--- config.mk ---
export PLATFORM = sky130hd
export DESIGN_NAME = mic_i2s_capture_flat
export DESIGN_NICKNAME = d
export VERILOG_FILES = /design/src/rtl/mic_i2s_capture_if.sv /design/src/rtl/mic_i2s_capture.sv /design/src/flat_wrapper.sv
export SDC_FILE = /design/constraint.sdc
export NUM_CORES = 1
export LEC_CHECK = 0
export ABC_CLOCK_PERIOD_IN_PS = 4000
export CELL_PAD_IN_SITES_DETAIL_PLACEMENT = 2
export CELL_PAD_IN_SITES_GLOBAL_PLACEMENT = 2
export CORE_MARGIN = 4
export CORE_UTILIZATION = 30
export DETAILED_ROUTE_END_ITERATION = 10
export GPL_ROUTABILITY_DRIVEN = 0
export GPL_TIMING_DRIVEN = 0
export PLACE_DENSITY = 0.54
export SLEW_MARGIN = 20
export SYNTH_ARGS = -nofsm -noshare
export SYNTH_HDL_FRONTEND = slang
export SYNTH_SLANG_ARGS = --single-unit
export TNS_END_PERCENT = 30
--- constraint.sdc ---
create_clock -name CLK -period 4 [get_ports CLK]
set_input_delay 0.6 -clock CLK [delete_from_list [all_inputs] [get_ports CLK]]
set_output_delay 0.6 -clock CLK [all_outputs]
set_load 0.01 [all_outputs]
--- src/rtl/mic_i2s_capture_if.sv ---
// Sample read-side bus between the mic capture FIFO and the DMA master.
// Latency: pure wiring, no storage.
// Backpressure: the consumer pops with sample_ack while read_ready is high.
interface mic_i2s_capture_if #(
  parameter int FIFO_DEPTH = 16
) ();
  logic [31:0]                   mic_data;
  logic                          read_ready;
  logic                          sample_ack;
  logic [$clog2(FIFO_DEPTH):0]   level;
  logic                          overflow;

  modport master (
    output mic_data,
    output read_ready,
    output level,
    output overflow,
    input  sample_ack
  );

  modport slave (
    input  mic_data,
    input  read_ready,
    input  level,
    input  overflow,
    output sample_ack
  );
endinterface

--- src/rtl/mic_i2s_capture.sv ---
// I2S master (SCK/WS generation) for a MEMS mic, MSB-first deserializer with sign extension, show-ahead sample FIFO.
// Latency: sample enters the FIFO 1 CLK after the SCK rising edge of its last bit; a pop is visible 1 CLK after the ack.
// Backpressure: none toward the mic; a sample arriving at a full FIFO is dropped and sets sticky overflow.
// Build option MIC_STEREO_EN: capture left and right slots; when undefined only the left slot is captured.
module mic_i2s_capture #(
  parameter int CLK_DIV     = 4,
  parameter int SAMPLE_BITS = 24,
  parameter int FIFO_DEPTH  = 16
) (
  input  logic              CLK,
  input  logic              RESET,
  input  logic              enable,
  output logic              MIC_SCK,
  output logic              MIC_WS,
  input  logic              MIC_SD,
  mic_i2s_capture_if.master rd
);

  localparam int AW = $clog2(FIFO_DEPTH);
  localparam int DW = $clog2(CLK_DIV);

  typedef enum logic {IDLE, RUN} state_t;

  state_t                 state_q, state_d;
  logic [DW-1:0]          div_q, div_d;
  logic                   sck_q, sck_d;
  logic                   ws_q, ws_d;
  logic [5:0]             per_q, per_d;
  logic [SAMPLE_BITS-1:0] shreg_q, shreg_d;
  logic                   push_q, push_d;

  logic [31:0]            mem_q [FIFO_DEPTH];
  logic [31:0]            mem_d [FIFO_DEPTH];
  logic [AW-1:0]          wr_ptr_q, wr_ptr_d;
  logic [AW-1:0]          rd_ptr_q, rd_ptr_d;
  logic [AW:0]            cnt_q, cnt_d;
  logic                   ovf_q, ovf_d;

  logic                   ovf_clr;
  logic                   slot_act;
  logic [5:0]             per_nxt;
  logic                   pop;
  logic                   full;
  logic                   wr;
  logic                   drop;
  logic [31:0]            word_ext;

  // Sign-extend the assembled slot word from its top valid bit to 32 bits.
  function automatic logic [31:0] sext(input logic [SAMPLE_BITS-1:0] v);
    logic [31:0] r;
    r = {32{v[SAMPLE_BITS-1]}};
    r[SAMPLE_BITS-1:0] = v;
    return r;
  endfunction

  // Capture FSM: SCK divider, frame period counter, WS and the MSB-first shift register.
  always_comb begin
    state_d  = state_q;
    div_d    = div_q;
    sck_d    = sck_q;
    ws_d     = ws_q;
    per_d    = per_q;
    shreg_d  = shreg_q;
    push_d   = 1'b0;
    ovf_clr  = 1'b0;
    per_nxt  = per_q + 6'd1;
`ifdef MIC_STEREO_EN
    slot_act = 1'b1;
`else
    // Right-slot bits are neither shifted nor pushed in the mono build.
    slot_act = ~per_q[5];
`endif
    case (state_q)
      IDLE: begin
        div_d = '0;
        sck_d = 1'b0;
        ws_d  = 1'b0;
        per_d = '0;
        if (enable) begin
          state_d = RUN;
          ovf_clr = 1'b1;
        end
      end
      RUN: begin
        if (!enable) begin
          // Partial word is abandoned; the next RUN restarts the frame at p=0.
          state_d = IDLE;
          div_d   = '0;
          sck_d   = 1'b0;
          ws_d    = 1'b0;
          per_d   = '0;
        end else if (div_q == DW'(CLK_DIV - 1)) begin
          div_d = '0;
          sck_d = ~sck_q;
          if (!sck_q) begin
            // Rising edge: sample SD for bit k of the current slot.
            if (slot_act && (int'(per_q[4:0]) < SAMPLE_BITS)) begin
              shreg_d = (shreg_q << 1) | SAMPLE_BITS'(MIC_SD);
            end
            if (slot_act && (int'(per_q[4:0]) == SAMPLE_BITS - 1)) begin
              push_d = 1'b1;
            end
          end else begin
            // Falling edge closes period p; WS leads each slot by one period.
            per_d = per_nxt;
            ws_d  = (per_nxt >= 6'd31) && (per_nxt <= 6'd62);
          end
        end else begin
          div_d = div_q + DW'(1);
        end
      end
      default: state_d = IDLE;
    endcase
  end

  // Capture-side registers.
  always_ff @(posedge CLK) begin
    if (RESET) begin
      state_q <= IDLE;
      div_q   <= '0;
      sck_q   <= 1'b0;
      ws_q    <= 1'b0;
      per_q   <= '0;
      shreg_q <= '0;
      push_q  <= 1'b0;
    end else begin
      state_q <= state_d;
      div_q   <= div_d;
      sck_q   <= sck_d;
      ws_q    <= ws_d;
      per_q   <= per_d;
      shreg_q <= shreg_d;
      push_q  <= push_d;
    end
  end

  // FIFO control: a pop frees a slot for a same-cycle push, so full+push+pop keeps the level.
  always_comb begin
    word_ext = sext(shreg_q);
    pop      = rd.sample_ack && (cnt_q != '0);
    full     = (cnt_q == (AW+1)'(FIFO_DEPTH));
    wr       = push_q && (!full || pop);
    drop     = push_q && full && !pop;
    mem_d    = mem_q;
    wr_ptr_d = wr_ptr_q;
    rd_ptr_d = rd_ptr_q;
    cnt_d    = cnt_q;
    ovf_d    = ovf_q;
    if (wr) begin
      mem_d[wr_ptr_q] = word_ext;
      wr_ptr_d        = wr_ptr_q + AW'(1);
    end
    if (pop) begin
      rd_ptr_d = rd_ptr_q + AW'(1);
    end
    cnt_d = cnt_q + {{AW{1'b0}}, wr} - {{AW{1'b0}}, pop};
    if (ovf_clr) begin
      ovf_d = 1'b0;
    end else if (drop) begin
      ovf_d = 1'b1;
    end
  end

  // FIFO pointer, occupancy and sticky overflow registers.
  always_ff @(posedge CLK) begin
    if (RESET) begin
      wr_ptr_q <= '0;
      rd_ptr_q <= '0;
      cnt_q    <= '0;
      ovf_q    <= 1'b0;
    end else begin
      wr_ptr_q <= wr_ptr_d;
      rd_ptr_q <= rd_ptr_d;
      cnt_q    <= cnt_d;
      ovf_q    <= ovf_d;
    end
  end

  // Sample storage; never read while empty, so it needs no reset.
  always_ff @(posedge CLK) begin
    mem_q <= mem_d;
  end

  assign MIC_SCK       = sck_q;
  assign MIC_WS        = ws_q;
  assign rd.mic_data   = (cnt_q != '0) ? mem_q[rd_ptr_q] : 32'h0;
  assign rd.read_ready = (cnt_q != '0);
  assign rd.level      = cnt_q;
  assign rd.overflow   = ovf_q;

endmodule

--- src/flat_wrapper.sv ---
// flat-port wrapper written by rule: the top's interface ports become plain ports
module mic_i2s_capture_flat 
#(
  parameter int CLK_DIV     = 4,
  parameter int SAMPLE_BITS = 24,
  parameter int FIFO_DEPTH  = 16
)
  (CLK, RESET, enable, MIC_SCK, MIC_WS, MIC_SD, rd_mic_data, rd_read_ready, rd_level, rd_overflow, rd_sample_ack);
  mic_i2s_capture_if #(.FIFO_DEPTH(FIFO_DEPTH)) rd_i ();
  input  logic CLK;
  input  logic RESET;
  input  logic enable;
  output logic MIC_SCK;
  output logic MIC_WS;
  input  logic MIC_SD;
  output wire logic [$bits(rd_i.mic_data)-1:0] rd_mic_data;
  output wire logic [$bits(rd_i.read_ready)-1:0] rd_read_ready;
  output wire logic [$bits(rd_i.level)-1:0] rd_level;
  output wire logic [$bits(rd_i.overflow)-1:0] rd_overflow;
  input wire logic [$bits(rd_i.sample_ack)-1:0] rd_sample_ack;
  assign rd_mic_data = rd_i.mic_data;
  assign rd_read_ready = rd_i.read_ready;
  assign rd_level = rd_i.level;
  assign rd_overflow = rd_i.overflow;
  assign rd_i.sample_ack = rd_sample_ack;
  mic_i2s_capture #(.CLK_DIV(CLK_DIV), .SAMPLE_BITS(SAMPLE_BITS), .FIFO_DEPTH(FIFO_DEPTH)) u_core (.CLK(CLK), .RESET(RESET), .enable(enable), .MIC_SCK(MIC_SCK), .MIC_WS(MIC_WS), .MIC_SD(MIC_SD), .rd(rd_i));
endmodule
==> reports/summary.txt <==
number of remaining DRC errors -> 0
post-layout min period -> 3.762 ns
drt wl/cell -> 24.73 um
Initial DRC Count -> 607
first-pass GRT wire length -> 66750 um
warnings from Yosys -> 0
maximum vdd ir drop -> 0.2651 mV
CTS Hold Bufs -> 0
Rows -> 86
slowest stage cell on the critical path -> buf_1
worst path required time -> 3.40 ns
Place WS -> 0.1260 ns
Max Fanout on Critical Path -> 10
CP arrival -> 3.16 ns
Final Cycle Share -> 94.04%
post-DP HPWL -> 29560 um
combinational share of power -> 11.8%
Async S/R FF share, synth -> 0%
Mean Syn Cell Area -> 18.83 sq um
synth-to-layout area growth -> 19.97%
Largest stage delay, worst path -> 0.70 ns
number of synthesized flops with an enable pin -> 384
fin area -> 20300 sq um
register bit total from synthesis -> 434
Post-Syn Instances -> 899
initial antenna violation count -> 0
Slew Limit Fails -> 0
largest net degree at the start of global routing -> 19
final wirelength -> 44640 um
CTS tree -> built
P_sw -> 2.549 mW
clk sinks -> 434
top cell type's share of synthesized area -> 68.14%
I/O pins -> 46
layout cells sized above 1 -> 25.35%
Nets -> 1041
dpl cells -> 1719
Chip Height -> 245.5 um
placed inst area -> 18820 sq um
CTS buffer count -> 48
register area -> 12530 sq um
initial core utilization -> 30.48%
PD cells -> 504.3 nW/um^2
Synth area leader -> edfxtp_1
utilization after layout -> 36.57%
vias -> 8631
Worst-Margin Slew -> 1.050 ns
Multi-input gate area -> 4153 sq um
Post-Route Skew -> 0.01525 ns
Avg Vias per Cell -> 4.782
vias in the first global route -> 9769
post-synth cell types -> 50
setup TNS -> 0 ns
fillcell total -> 5457
number of port buffers -> 45
syn nets -> 919
post-synthesis sequential area ratio -> 74.05%
final-report setup violation count -> 0
worst hold slack -> 0.4274 ns
Hold Crit Class -> flop to flop
H-tree levels -> 2
DRT antenna net count -> 0
Clock transition at path regs -> 0.06 ns
CTS root buffer -> clkbuf_16
Pleak -> 7.086 nW
RSZ-0062 raised after global routing -> true
endpoints failing hold -> 0
first-pass detailed-route iteration total -> 4
nature of the critical path startpoint -> flop
main area contributors after synthesis -> edfxtp_1, mux4_2, dfxtp_1
die area -> 60280 sq um
Most used DFF post-synth -> edfxtp_1
Clock Tree Buf Depth -> 3
fin worst setup slack -> 0.2383 ns
core area -> 55520 sq um
critical path class -> flop to output port
worst skew pair latency -> 0.58 ns
GRT Util Overall -> 15.07%
internal power -> 7.690 mW
Post-Layout Cell Count -> 1805
total grt overflow -> 0
max cap viols -> 0
worst-path cell chain -> buf_2, buf_1, mux4_2, o21ai_0, o22ai_1, clkdlybuf4s50_1
sw frac -> 24.90%
Clk network pwr share -> 40.2%
synthesized cell area -> 16920 sq um
Die W -> 245.5 um
Max transition margin -> 30.00%
# diodes -> 0
Power, Total -> 10.24 mW
Max Fclk -> 265.8 MHz
status -> finished clean
critical path capture point type -> output port
sequential share of power -> 48.0%
-- final timing paths --
| path | start | endpoint | slack (ns) | cells past startpoint |
|---|---|---|---|---|
| min reg2reg | u_core.div_q[0] | u_core.div_q[0] | 0.43 | 1 |
| min | u_core.div_q[0] | u_core.div_q[0] | 0.43 | 1 |
| max reg2reg | u_core.rd.level[3] | u_core.rd.level[4] | 1.10 | 12 |
| max | u_core.rd_ptr_q[2] | rd_mic_data[2] | 0.24 | 6 |
-- power groups by stage --
stage	combinational (mW)	clock, mW	sequential, mW
6_report	1.21	4.12	4.91
3_3_place_gp	1.21	0	5.01
4_1_cts	1.24	4.27	4.91
2_1_floorplan	0.738	0	5.01
5_1_grt	1.33	4.45	4.91
3_5_place_dp	1.23	0	5.01
-- per-layer routing --
| layer | wire length, um | part of all wire (%) | up-vias | GRT usage (%) |
|---|---|---|---|---|
| met5 | 0 | 0 | - | 0 |
| met4 | 686 | 1.5 | 0 | 3.104 |
| met3 | 1566 | 3.5 | 48 | 2.508 |
| met2 | 21430 | 48 | 148 | 24.68 |
| met1 | 20960 | 47 | 4624 | 21.37 |
| li1 | - | - | 3811 | - |
-- sequential cells by signal (all words and copies together) (netlist names) --
signal	flops
u_core.rd_ptr_q	4
u_core.MIC_SCK	1
u_core.shreg_q	24
u_core.mem_q	384
u_core.wr_ptr_q	4
u_core.rd.level	5
u_core.per_q	6
u_core.state_q	1
u_core.rd.overflow	1
u_core.MIC_WS	1
u_core.push_q	1
u_core.div_q	2
-- cells in the mapped netlist (2+ instances only) --
master,n
nand4b_1,2
o21ai_2,20
nand2_1,58
nor3_1,8
edfxtp_1,384
o22ai_1,24
nand2b_1,3
buf_1,2
buf_4,12
inv_1,10
or3_1,3
nor2_1,55
a21oi_1,31
nand3_1,5
xor2_1,6
mux4_2,96
buf_6,5
nor2b_1,4
ha_1,14
xnor2_1,7
clkbuf_1,20
and3_1,2
dfxtp_1,50
nand4_1,2
o21ai_0,8
mux2i_1,25
and2_1,2
buf_2,19
-- final cells by class --
type,count,share of cell area [%]
multi-input combinational,396,20.45
clock inverter,21,0.5177
clock buffer,65,6.637
inverter,11,0.2034
buffer,58,1.676
sequential,434,61.72
tap,748,4.610
timing repair buffer,72,4.178
-- worst max-delay path: cells and delay by family, from the launching register on --
family / cells / cell delay [ns]
AO/OA/AOI/OAI: 2 / 0.44
multiplexers: 1 / 0.36
buffers and inverters: 3 / 1.48
flip-flops: 1 / 0.30
-- logic make-up after synthesis --
logic type	Yosys count	synth area share, %
AO/OA/AOI/OAI	94	3.645
XOR/XNOR	13	0.6728
adder cells (fa/ha/maj)	15	1.153
buffers and inverters	69	2.159
flip-flops	434	74.05
multiplexers	121	14.25
AND/OR/NAND/NOR	153	4.066
-- layout by cell type, fill, tap and decap left out, types with 25 or more instances in the layout --
cell type and n:
edfxtp_1 384, mux4_2 96, nand2_1 58, clkbuf_16 50, dfxtp_1 50, clkdlybuf4s50_1 45, nor2_1 42, a21oi_1 31
buf_4 30, clkbuf_1 27, mux2i_1 25
-- what timing repair did --
item	4_1_cts	5_1_grt
cloned	0	0
pin swaps	0	0
setup endpoints to repair	9	13
resized for setup	5	8
setup buffers	0	0
(Power assumes the default switching activity.)
